### src/rtl/start_pkg.sv
`default_nettype none
// +--------------------------------------------------------------------------+
// | start_pkg                                                                |
// | Shared types for the start-screen sequencer and its helpers.             |
// | Revision: 1.0                                                            |
// +--------------------------------------------------------------------------+
package start_pkg;

    localparam int c_coord_w = 11;

    typedef logic [c_coord_w-1:0] coord_t;

    typedef enum logic [1:0] {
        RELEASE = 2'd0,
        BLINK   = 2'd1,
        EXIT    = 2'd2,
        DONE    = 2'd3
    } start_state_t;

    // Bits needed to hold 0..n inclusive.
    function automatic int cnt_width(input int n);
        return (n < 1) ? 1 : $clog2(n + 1);
    endfunction

endpackage
`default_nettype wire

### src/rtl/rect_offset_calc.sv
`default_nettype none
// +--------------------------------------------------------------------------+
// | rect_offset_calc                                                         |
// | Registered rectangle hit test and offset from the rectangle origin.      |
// | Revision: 1.0                                                            |
// +--------------------------------------------------------------------------+
module rect_offset_calc
    import start_pkg::*;
#(
    parameter int TOP_LEFT_X = 320,
    parameter int TOP_LEFT_Y = 220,
    parameter int RECT_W     = 110,
    parameter int RECT_H     = 50
) (
    input  logic   clk,
    input  logic   reset,
    input  coord_t i_pixel_x,
    input  coord_t i_pixel_y,
    output coord_t o_offset_x,
    output coord_t o_offset_y,
    output logic   o_hit
);

    // Bounds are kept one bit wider than a coordinate so the far edge cannot wrap.
    localparam logic [c_coord_w:0] c_x_lo = (c_coord_w + 1)'(TOP_LEFT_X);
    localparam logic [c_coord_w:0] c_x_hi = (c_coord_w + 1)'(TOP_LEFT_X + RECT_W);
    localparam logic [c_coord_w:0] c_y_lo = (c_coord_w + 1)'(TOP_LEFT_Y);
    localparam logic [c_coord_w:0] c_y_hi = (c_coord_w + 1)'(TOP_LEFT_Y + RECT_H);
    localparam coord_t             c_x_org = coord_t'(TOP_LEFT_X);
    localparam coord_t             c_y_org = coord_t'(TOP_LEFT_Y);

    logic [c_coord_w:0] w_px;
    logic [c_coord_w:0] w_py;
    logic               w_hit;
    coord_t             w_dx;
    coord_t             w_dy;

    assign w_px  = {1'b0, i_pixel_x};
    assign w_py  = {1'b0, i_pixel_y};
    assign w_hit = (w_px >= c_x_lo) && (w_px < c_x_hi) &&
                   (w_py >= c_y_lo) && (w_py < c_y_hi);
    assign w_dx  = i_pixel_x - c_x_org;
    assign w_dy  = i_pixel_y - c_y_org;

    logic   r_hit;
    coord_t r_offset_x;
    coord_t r_offset_y;

    always_ff @(posedge clk) begin
        if (reset) begin
            r_hit      <= 1'b0;
            r_offset_x <= '0;
            r_offset_y <= '0;
        end else begin
            r_hit      <= w_hit;
            r_offset_x <= w_hit ? w_dx : '0;
            r_offset_y <= w_hit ? w_dy : '0;
        end
    end

    assign o_hit      = r_hit;
    assign o_offset_x = r_offset_x;
    assign o_offset_y = r_offset_y;

endmodule
`default_nettype wire

### src/rtl/start_screen_ctrl.sv
`default_nettype none
// +--------------------------------------------------------------------------+
// | start_screen_ctrl                                                        |
// | Start-screen sequencer: prompt blink, key debounce, exit blink, handoff. |
// | Revision: 1.0                                                            |
// +--------------------------------------------------------------------------+
module start_screen_ctrl
    import start_pkg::*;
#(
    parameter int TOP_LEFT_X      = 320,
    parameter int TOP_LEFT_Y      = 220,
    parameter int RECT_W          = 110,
    parameter int RECT_H          = 50,
    parameter int BLINK_FRAMES    = 30,
    parameter int DEBOUNCE_FRAMES = 3,
    parameter int EXIT_FRAMES     = 60,
    parameter int EXIT_BLINK      = 4
) (
    input  logic   clk,
    input  logic   reset,
    input  coord_t pixelX,
    input  coord_t pixelY,
    input  logic   startOfFrame,
    input  logic   startKey,
    input  logic   gameOver,
    output coord_t offsetX,
    output coord_t offsetY,
    output logic   insideRectangle,
    output logic   screenActive,
    output logic   gameStart
);

    localparam int c_frm_w  = cnt_width((BLINK_FRAMES > EXIT_BLINK) ? BLINK_FRAMES : EXIT_BLINK);
    localparam int c_exit_w = cnt_width(EXIT_FRAMES);
    localparam int c_deb_w  = cnt_width(DEBOUNCE_FRAMES);

    localparam logic [c_frm_w-1:0]  c_blink_n  = c_frm_w'(BLINK_FRAMES);
    localparam logic [c_frm_w-1:0]  c_xblink_n = c_frm_w'(EXIT_BLINK);
    localparam logic [c_exit_w-1:0] c_exit_n   = c_exit_w'(EXIT_FRAMES);
    localparam logic [c_deb_w-1:0]  c_deb_n    = c_deb_w'(DEBOUNCE_FRAMES);

    start_state_t          r_state,      w_state_nxt;
    logic                  r_phase,      w_phase_nxt;
    logic [c_frm_w-1:0]    r_frame_cnt,  w_frame_nxt,  w_frame_inc;
    logic [c_exit_w-1:0]   r_exit_cnt,   w_exit_nxt,   w_exit_inc;
    logic [c_deb_w-1:0]    r_deb_cnt,    w_deb_nxt,    w_deb_inc;
    logic                  r_game_start, w_game_start_nxt;
    logic                  w_hit;

    rect_offset_calc #(
        .TOP_LEFT_X (TOP_LEFT_X),
        .TOP_LEFT_Y (TOP_LEFT_Y),
        .RECT_W     (RECT_W),
        .RECT_H     (RECT_H)
    ) u_rect (
        .clk        (clk),
        .reset      (reset),
        .i_pixel_x  (pixelX),
        .i_pixel_y  (pixelY),
        .o_offset_x (offsetX),
        .o_offset_y (offsetY),
        .o_hit      (w_hit)
    );

    assign w_frame_inc = r_frame_cnt + c_frm_w'(1);
    assign w_exit_inc  = r_exit_cnt + c_exit_w'(1);
    assign w_deb_inc   = r_deb_cnt + c_deb_w'(1);

    always_ff @(posedge clk) begin
        if (reset) begin
            r_state      <= RELEASE;
            r_phase      <= 1'b1;
            r_frame_cnt  <= '0;
            r_exit_cnt   <= '0;
            r_deb_cnt    <= '0;
            r_game_start <= 1'b0;
        end else begin
            r_state      <= w_state_nxt;
            r_phase      <= w_phase_nxt;
            r_frame_cnt  <= w_frame_nxt;
            r_exit_cnt   <= w_exit_nxt;
            r_deb_cnt    <= w_deb_nxt;
            r_game_start <= w_game_start_nxt;
        end
    end

    // Every counter and the phase move only on the frame pulse, so the
    // prompt's visibility is constant across a frame.
    always_comb begin
        w_state_nxt      = r_state;
        w_phase_nxt      = r_phase;
        w_frame_nxt      = r_frame_cnt;
        w_exit_nxt       = r_exit_cnt;
        w_deb_nxt        = r_deb_cnt;
        w_game_start_nxt = 1'b0;
        case (r_state)
            RELEASE: begin
                if (startOfFrame && !startKey) begin
                    w_state_nxt = BLINK;
                    w_phase_nxt = 1'b1;
                    w_frame_nxt = '0;
                    w_exit_nxt  = '0;
                    w_deb_nxt   = '0;
                end
            end
            BLINK: begin
                if (startOfFrame) begin
                    // A completed debounce takes priority over a blink expiry.
                    if (startKey && (w_deb_inc == c_deb_n)) begin
                        w_state_nxt = EXIT;
                        w_phase_nxt = 1'b1;
                        w_frame_nxt = '0;
                        w_exit_nxt  = '0;
                        w_deb_nxt   = '0;
                    end else begin
                        w_deb_nxt = startKey ? w_deb_inc : '0;
                        if (w_frame_inc == c_blink_n) begin
                            w_frame_nxt = '0;
                            w_phase_nxt = ~r_phase;
                        end else begin
                            w_frame_nxt = w_frame_inc;
                        end
                    end
                end
            end
            EXIT: begin
                if (startOfFrame) begin
                    if (w_exit_inc == c_exit_n) begin
                        w_state_nxt      = DONE;
                        w_game_start_nxt = 1'b1;
                        w_phase_nxt      = 1'b1;
                        w_frame_nxt      = '0;
                        w_exit_nxt       = '0;
                    end else begin
                        w_exit_nxt = w_exit_inc;
                        if (w_frame_inc == c_xblink_n) begin
                            w_frame_nxt = '0;
                            w_phase_nxt = ~r_phase;
                        end else begin
                            w_frame_nxt = w_frame_inc;
                        end
                    end
                end
            end
            DONE: begin
                if (gameOver) begin
                    w_state_nxt = RELEASE;
                    w_phase_nxt = 1'b1;
                    w_frame_nxt = '0;
                    w_exit_nxt  = '0;
                    w_deb_nxt   = '0;
                end
            end
            default: w_state_nxt = RELEASE;
        endcase
    end

    assign screenActive    = (r_state != DONE);
    assign insideRectangle = w_hit && r_phase && (r_state != DONE);
    assign gameStart       = r_game_start;

endmodule
`default_nettype wire

### config.mk
export PLATFORM = sky130hd
export DESIGN_NAME = start_screen_ctrl
export DESIGN_NICKNAME = d
export VERILOG_FILES = /design/src/rtl/start_pkg.sv /design/src/rtl/rect_offset_calc.sv /design/src/rtl/start_screen_ctrl.sv
export SDC_FILE = /design/constraint.sdc
export NUM_CORES = 1
export LEC_CHECK = 0
export ABC_AREA = 1
export CAP_MARGIN = 20
export CELL_PAD_IN_SITES_DETAIL_PLACEMENT = 1
export CELL_PAD_IN_SITES_GLOBAL_PLACEMENT = 1
export CORE_MARGIN = 8
export CORE_UTILIZATION = 31
export CTS_CLUSTER_SIZE = 25
export DETAILED_ROUTE_END_ITERATION = 10
export GPL_TIMING_DRIVEN = 1
export PLACE_DENSITY_LB_ADDON = 0.1
export RECOVER_POWER = 50
export SYNTH_ARGS = -nofsm -noshare
export SYNTH_HDL_FRONTEND = slang
export SYNTH_SLANG_ARGS = --single-unit
export TNS_END_PERCENT = 10
### constraint.sdc
create_clock -name clk -period 1.5 [get_ports clk]
set_input_delay 0.375 -clock clk [delete_from_list [all_inputs] [get_ports clk]]
set_output_delay 0.375 -clock clk [all_outputs]
set_load 0.005 [all_outputs]
=== Word-level counts from Yosys, hierarchy flattened ===
Cells that the tools add are included.

* Word-level logic and storage cells: 93
* Output and inout port bits: 25
* Input bits: 27
* Register bits after elaboration: 40

* Magnitude comparators: 4
* Add/subtract/negate cells: 5
* Multiplexer cells: 38
* Equal/unequal tests: 16
* Reduce and logical (&&, ||, !) cells: 17
* Bitwise gates (word level): 4

{| class="wikitable"
|+ Operators by type and width
! cell !! count
|-
| 5-bit 2-to-1 mux || 8
|-
| 6-bit 2-to-1 mux || 6
|-
| 6-bit one-hot mux with 4 select lines || 1
|-
| 11-bit by 9-bit < comparator with 1-bit output (second input constant) || 2
|-
| 2-bit 2-to-1 mux || 10
|-
| 5-bit one-hot mux with 4 select lines || 1
|-
| 2-bit inequality test (second input constant) || 7
|-
| 6-bit AND reduction || 2
|-
| 11-bit by 8-bit greater-or-equal comparator with 1-bit output (second input constant) || 1
|-
| 11-bit by 9-bit greater-or-equal comparator with 1-bit output (second input constant) || 1
|-
| 11-bit by 8-bit subtractor with 11-bit output (second input constant) || 1
|-
| 11-bit by 9-bit subtractor with 11-bit output (second input constant) || 1
|-
| 1-bit 2-to-1 mux || 9
|-
| 2-bit one-hot mux with 4 select lines || 1
|-
| 4-bit AND reduction || 2
|-
| 1-bit logical AND || 7
|-
| 6-bit by 1-bit adder with 6-bit output (second input constant) || 1
|-
| 2-bit equality test (second input constant) || 3
|-
| 6-bit equality test (second input constant) || 1
|-
| 3-bit inequality test (second input constant) || 2
|-
| 2-bit one-hot mux with 3 select lines || 1
|-
| 5-bit by 1-bit adder with 5-bit output (second input constant) || 1
|-
| 5-bit by 3-bit equality test with 1-bit output (second input constant) || 1
|-
| 5-bit equality test (second input constant) || 1
|-
| 10 further kinds || 13
|}

=== Logic depth before layout (Yosys ltp) ===
* Depth after elaboration: 6
* Gate-level depth with buffers: 11
* Depth with buffers taken out: 11

=== By module ===
Synthesis repeated with hierarchy kept, for this count alone.

* Cell total of the unflattened synthesis: 273
* Area total of the unflattened synthesis: 1980.6 um2

{| class="wikitable"
|+ Modules (own cells, without submodules)
! module !! cells an instance !! area an instance (um2) !! sequential area each (um2) !! times used
|-
| start_screen_ctrl || 162 || 1108.6 || 340.3 || 1
|-
| rect_offset_calc || 111 || 872.1 || 460.4 || 1
|}

=== Worst setup path before layout ===
No wires, ideal clock.

* Path type: register to register
* Start: reg r_state[0]
* End: reg r_exit_cnt[2]
* Stages on the path, launching flop included: 11
* Data required time: 1.385 ns
* Library setup time: 0.115 ns
* Slack: -0.022 ns
* Path buffers: 0
* Arrival time: 1.407 ns
* Cell sequence: dfxtp_1 > inv_1 > ha_1 > inv_2 > a21oi_2 > nor2_4 > nand2_4 > inv_4 > nand2_2 > xor2_1 > nor2_2

* Cells in the longest elaborated chain, start to end: 3
* Elaborated cells between the ends (all ways): 11
* Classes of those cells: eq/ne: 8; mux: 1; reduce/logical: 2

{| class="wikitable"
|+ Ends and longest elaborated chain
! what !! RTL line !! source
|-
| start: declaration || start_screen_ctrl.sv:42 || <nowiki>start_state_t r_state, w_state_nxt;</nowiki>
|-
| start signal: assignment || start_screen_ctrl.sv:78 || <nowiki>r_state <= w_state_nxt;</nowiki>
|-
| 2-bit by 1-bit equality test with 1-bit output (tied with other cells) || start_screen_ctrl.sv:96 || <nowiki>case (r_state)</nowiki>
|-
| 2-bit inequality test (no source line) || -- ||
|-
| 5-bit AND reduction (no source line) || -- ||
|-
| end signal: assignment || start_screen_ctrl.sv:81 || <nowiki>r_exit_cnt <= w_exit_nxt;</nowiki>
|-
| end: declaration || start_screen_ctrl.sv:45 || <nowiki>logic [c_exit_w-1:0] r_exit_cnt, w_exit_nxt, w_exit_inc;</nowiki>
|}

Parallel ways exist; a longest one is shown, timed or not.
A chain may end at the register's enable or synchronous reset.

=== Worst setup path after layout ===
* Start: reg r_state[1]
* End: reg r_state[0]

* Cells in the longest elaborated chain, start to end: 3
* Elaborated cells between the ends (all ways): 12
* Classes of those cells: eq/ne: 9; mux: 1; reduce/logical: 2

{| class="wikitable"
|+ Ends and longest elaborated chain
! what !! RTL line
|-
| 2-bit equality test (tied with other cells) || start_screen_ctrl.sv:96
|-
| 2-bit inequality test (no source line) || --
|-
| 6-bit AND reduction (no source line) || --
|}

Parallel ways exist; a longest one is shown, timed or not.

==> impl_metrics.py <==
metrics = {
    "synth": {
        "post_synth_instance_area_sq_um": 1930,
        "synth.yosys.seq_area_share_pct": 41.5,
        "postSynth.asyncResetShare_pct": 0,
        "post_synth_num_cell_types": 32,
        "yosysWarningCount": 0,
        "synth_area_per_cell_sq_um": 7.52,
        "synth_top_cell_by_area": "sky130_fd_sc_hd__dfxtp_1",
        "postSynth.topFlopCell": "sky130_fd_sc_hd__dfxtp_1",
        "synth_top_area_share_pct": 41.5,
        "synth_cells": 257,
        "ys_top_cells_by_area": "sky130_fd_sc_hd__dfxtp_1, sky130_fd_sc_hd__nand2_1, sky130_fd_sc_hd__ha_1",
        "synth_edf_count": 0,
        "synth.ff_latch_count": 40,
    },
    "worst_setup_path": {
        "worstSetupEndpointType": "flop",
        "worst_ep_required_time_ns": 1.71,
        "worst-setup-path-type": "flop to flop",
        "arrival_ns": 1.77,
        "crit_path_start_kind": "flop",
        "timing.critical_path.fanout_max": 7,
    },
    "route": {
        "drt.antenna.violating_nets": 0,
        "routedWlPerCell_microns": 13.9,
        "count_of_tritonroute_iterations_in_the_first_routing_pass": 4,
        "initialDrtViolationCount": 36,
        "drt_wl_total_mm": 6.04,
        "route.detailed.drc": 0,
        "dr_total_vias": 1980,
        "vias_per_cell": 4.56,
    },
    "sta": {
        "fin_crit_sh_pct": 104,
        "setup_viol_count_final": 3,
        "postLayoutSetupSlackWorst_ns": -0.0613,
        "unrepaired_setup_endpoints_after_global_routing": "true",
        "timing.fmax_mhz": 640,
        "timing_max_transition_violations_final": 0,
        "final_period_minus_worst_setup_slack_ns": 1.56,
        "hold_violations": 0,
        "fin_skew_ns": 0.00885,
    },
    "grt": {
        "grt_antenna_before_repair": 0,
        "gr-total-overflow": 0,
        "first_global_vias": 2104,
        "track_usage_pct": 13.1,
        "grt_max_degree": 15,
        "wire_length_of_the_first_global_routing_pass_mm": 9.48,
    },
    "outcome": {
        "run_status": "complete, but fails checks",
        "failed_checks": "setup timing",
    },
    "cts": {
        "clock_tree.buffer_depth": 2,
        "clock_tree.htree_level_count": 2,
        "tritoncts.num_buffers": 5,
        "clk_pin_slew_worst_paths_ns": 0.09,
        "cts_tree": "done",
        "clock_sink_count": 40,
        "holdBufCountCts": 0,
        "clkLatencyLatePin_ns": 0.30,
        "clock_tree.root_cell": "sky130_fd_sc_hd__clkbuf_8",
    },
    "floorplanning": {
        "start_util_pct": 32.2,
        "core_sq_um": 5990,
        "die_height_microns": 94.9,
        "placement_rows": 28,
        "overall_die_width_microns": 94.9,
        "die_area_sq_um": 9010,
        "boundaryPins": 52,
    },
    "cells_and_area": {
        "area.growth.synth_to_final_pct": 64.2,
        "nNetsFinal": 397,
        "post_route_cells_drive_above_1_share_pct": 30.4,
        "num-fill-cells": 735,
        "diodes": 0,
        "utilization_pct": 53.0,
    },
    "pwr": {
        "max-vdd-ir-drop_mv": 0.591,
        "power.density_nw_per_um2": 1310,
        "power.static_leakage_nw": 1.49,
        "p_total_mw": 4.15,
    },
    "place": {
        "gp_congestion": 0.817,
        "dpl_hpwl_mm": 4.47,
        "portBuffers": 51,
        "place_worst_setup_slack_ns": -0.387,
    },
    "run": {
        "max_cap_viol_count": 0,
    },
    "hold_path": {
        "hold_class": "input pin to flop",
    },
}
==> worst paths after layout <==
check / from / endpoint / slack (ns) / cells past startpoint
worst max-delay path: r_state[1] / r_state[0] / -0.06 / 9
worst min-delay path: pixelY[2] / u_rect.o_offset_y[2] / 0.46 / 3
worst min register to register: r_phase / r_phase / 0.51 / 2
worst max register to register: r_state[1] / r_state[0] / -0.06 / 9
==> kinds of logic after synthesis <==
group	share of synthesized area [%]
compound gates	8.61
xor+xnor	2.72
fa+ha+maj	7.77
buf+inv	9.46
flops	41.5
other cells	0.194
simple gates	29.8
==> metal layers <==
| metal | track usage [%] | up-vias | wire length, microns |
|---|---|---|---|
| li1 | - | 1011 | - |
| met1 | 14.8 | 920 | 2560 |
| met2 | 21.4 | 43 | 2900 |
| met3 | 6.75 | 6 | 517 |
| met4 | 3.25 | 0 | 63 |
| met5 | 0 | - | 0 |
==> critical path, stage by stage, from the launching register on <==
cell and delay [ns]:
sky130_fd_sc_hd__dfxtp_4 0.38, sky130_fd_sc_hd__buf_6 0.12, sky130_fd_sc_hd__ha_4 0.16, sky130_fd_sc_hd__inv_4 0.06, sky130_fd_sc_hd__a21oi_4 0.05, sky130_fd_sc_hd__nor2_4 0.18
sky130_fd_sc_hd__nand2_4 0.12, sky130_fd_sc_hd__inv_8 0.10, sky130_fd_sc_hd__nand2_8 0.06, sky130_fd_sc_hd__a211oi_2 0.24
==> cell usage in the layout (no fill, tap or decap), types with 3 or more instances in the layout <==
master,count
sky130_fd_sc_hd__clkdlybuf4s50_1,20
sky130_fd_sc_hd__dlymetal6s2s_1,4
sky130_fd_sc_hd__ha_1,7
sky130_fd_sc_hd__clkbuf_8,5
sky130_fd_sc_hd__nor2_1,27
sky130_fd_sc_hd__nand3_1,19
sky130_fd_sc_hd__nand2_4,4
sky130_fd_sc_hd__conb_1,3
sky130_fd_sc_hd__nor3_2,3
sky130_fd_sc_hd__nand2_2,3
sky130_fd_sc_hd__o21ai_1,4
sky130_fd_sc_hd__ha_4,5
sky130_fd_sc_hd__xnor2_1,3
sky130_fd_sc_hd__clkdlybuf4s25_1,10
sky130_fd_sc_hd__nand4_1,7
sky130_fd_sc_hd__a21oi_1,16
sky130_fd_sc_hd__dfxtp_2,6
sky130_fd_sc_hd__nand3_2,4
sky130_fd_sc_hd__dlygate4sd2_1,15
sky130_fd_sc_hd__dfxtp_1,32
sky130_fd_sc_hd__inv_1,32
sky130_fd_sc_hd__buf_4,43
sky130_fd_sc_hd__nand2_1,43
sky130_fd_sc_hd__inv_2,6
sky130_fd_sc_hd__inv_4,4
==> report_power, final <==
group          switching (mW)  total (mW)  internal (mW)
clock network           0.430       0.932          0.502
logic                    1.05        1.92          0.871
registers               0.116        1.30           1.19
total                    1.59        4.15           2.56
==> metrics by stage <==
step / hold slack (ns) / instances / setup TNS [ns] / cell area (sq um)
finish: 0.464 / 434 / -0.126 / 3170
detailed placement: 0.494 / 421 / -9.09 / 2830
floorplan: 0.447 / 259 / 0 / 1940
global placement: 0.491 / 421 / -7.86 / 2830
global route: 0.485 / 434 / -0.721 / 3170
CTS: 0.493 / 430 / -0.0277 / 2940
==> repair_timing <==
item                       in CTS  in global routing
setup endpoints to repair      29                 45
setup buffers                   1                  4
pin swaps                       4                 15
resized for setup              34                 63
==> sequential cells by signal (all words and copies together), names as in the netlist <==
register and flops:
r_phase 1, r_frame_cnt 5, u_rect.o_hit 1, r_exit_cnt 6
gameStart 1, r_deb_cnt 2, r_state 2, u_rect.o_offset_x 11
u_rect.o_offset_y 11
==> cell usage after synthesis (2+ instances only) <==
library cell              count
sky130_fd_sc_hd__nand2_1     45
sky130_fd_sc_hd__dfxtp_1     40
sky130_fd_sc_hd__inv_1       38
sky130_fd_sc_hd__nor2_1      29
sky130_fd_sc_hd__nand3_1     23
sky130_fd_sc_hd__a21oi_1     18
sky130_fd_sc_hd__ha_1        12
sky130_fd_sc_hd__nand4_1      7
sky130_fd_sc_hd__o21ai_0      5
sky130_fd_sc_hd__inv_2        4
sky130_fd_sc_hd__nand2_2      4
sky130_fd_sc_hd__buf_2        3
sky130_fd_sc_hd__nor3_1       3
sky130_fd_sc_hd__xnor2_1      3
sky130_fd_sc_hd__xor2_1       3
sky130_fd_sc_hd__nand2_4      2
sky130_fd_sc_hd__o21ai_1      2
sky130_fd_sc_hd__or2_1        2
==> final cells by class <==
cell class	count	area, sq um	area share, %
Multi-Input combinational cell	172	1130	35.7
Timing Repair Buffer	96	837	26.4
Sequential cell	40	816	25.7
Inverter	43	179	5.64
Tap cell	75	93.8	2.96
Clock buffer	5	68.8	2.17
Clock inverter	3	46.3	1.46
Note: power is estimated with default switching activity, not from simulation.
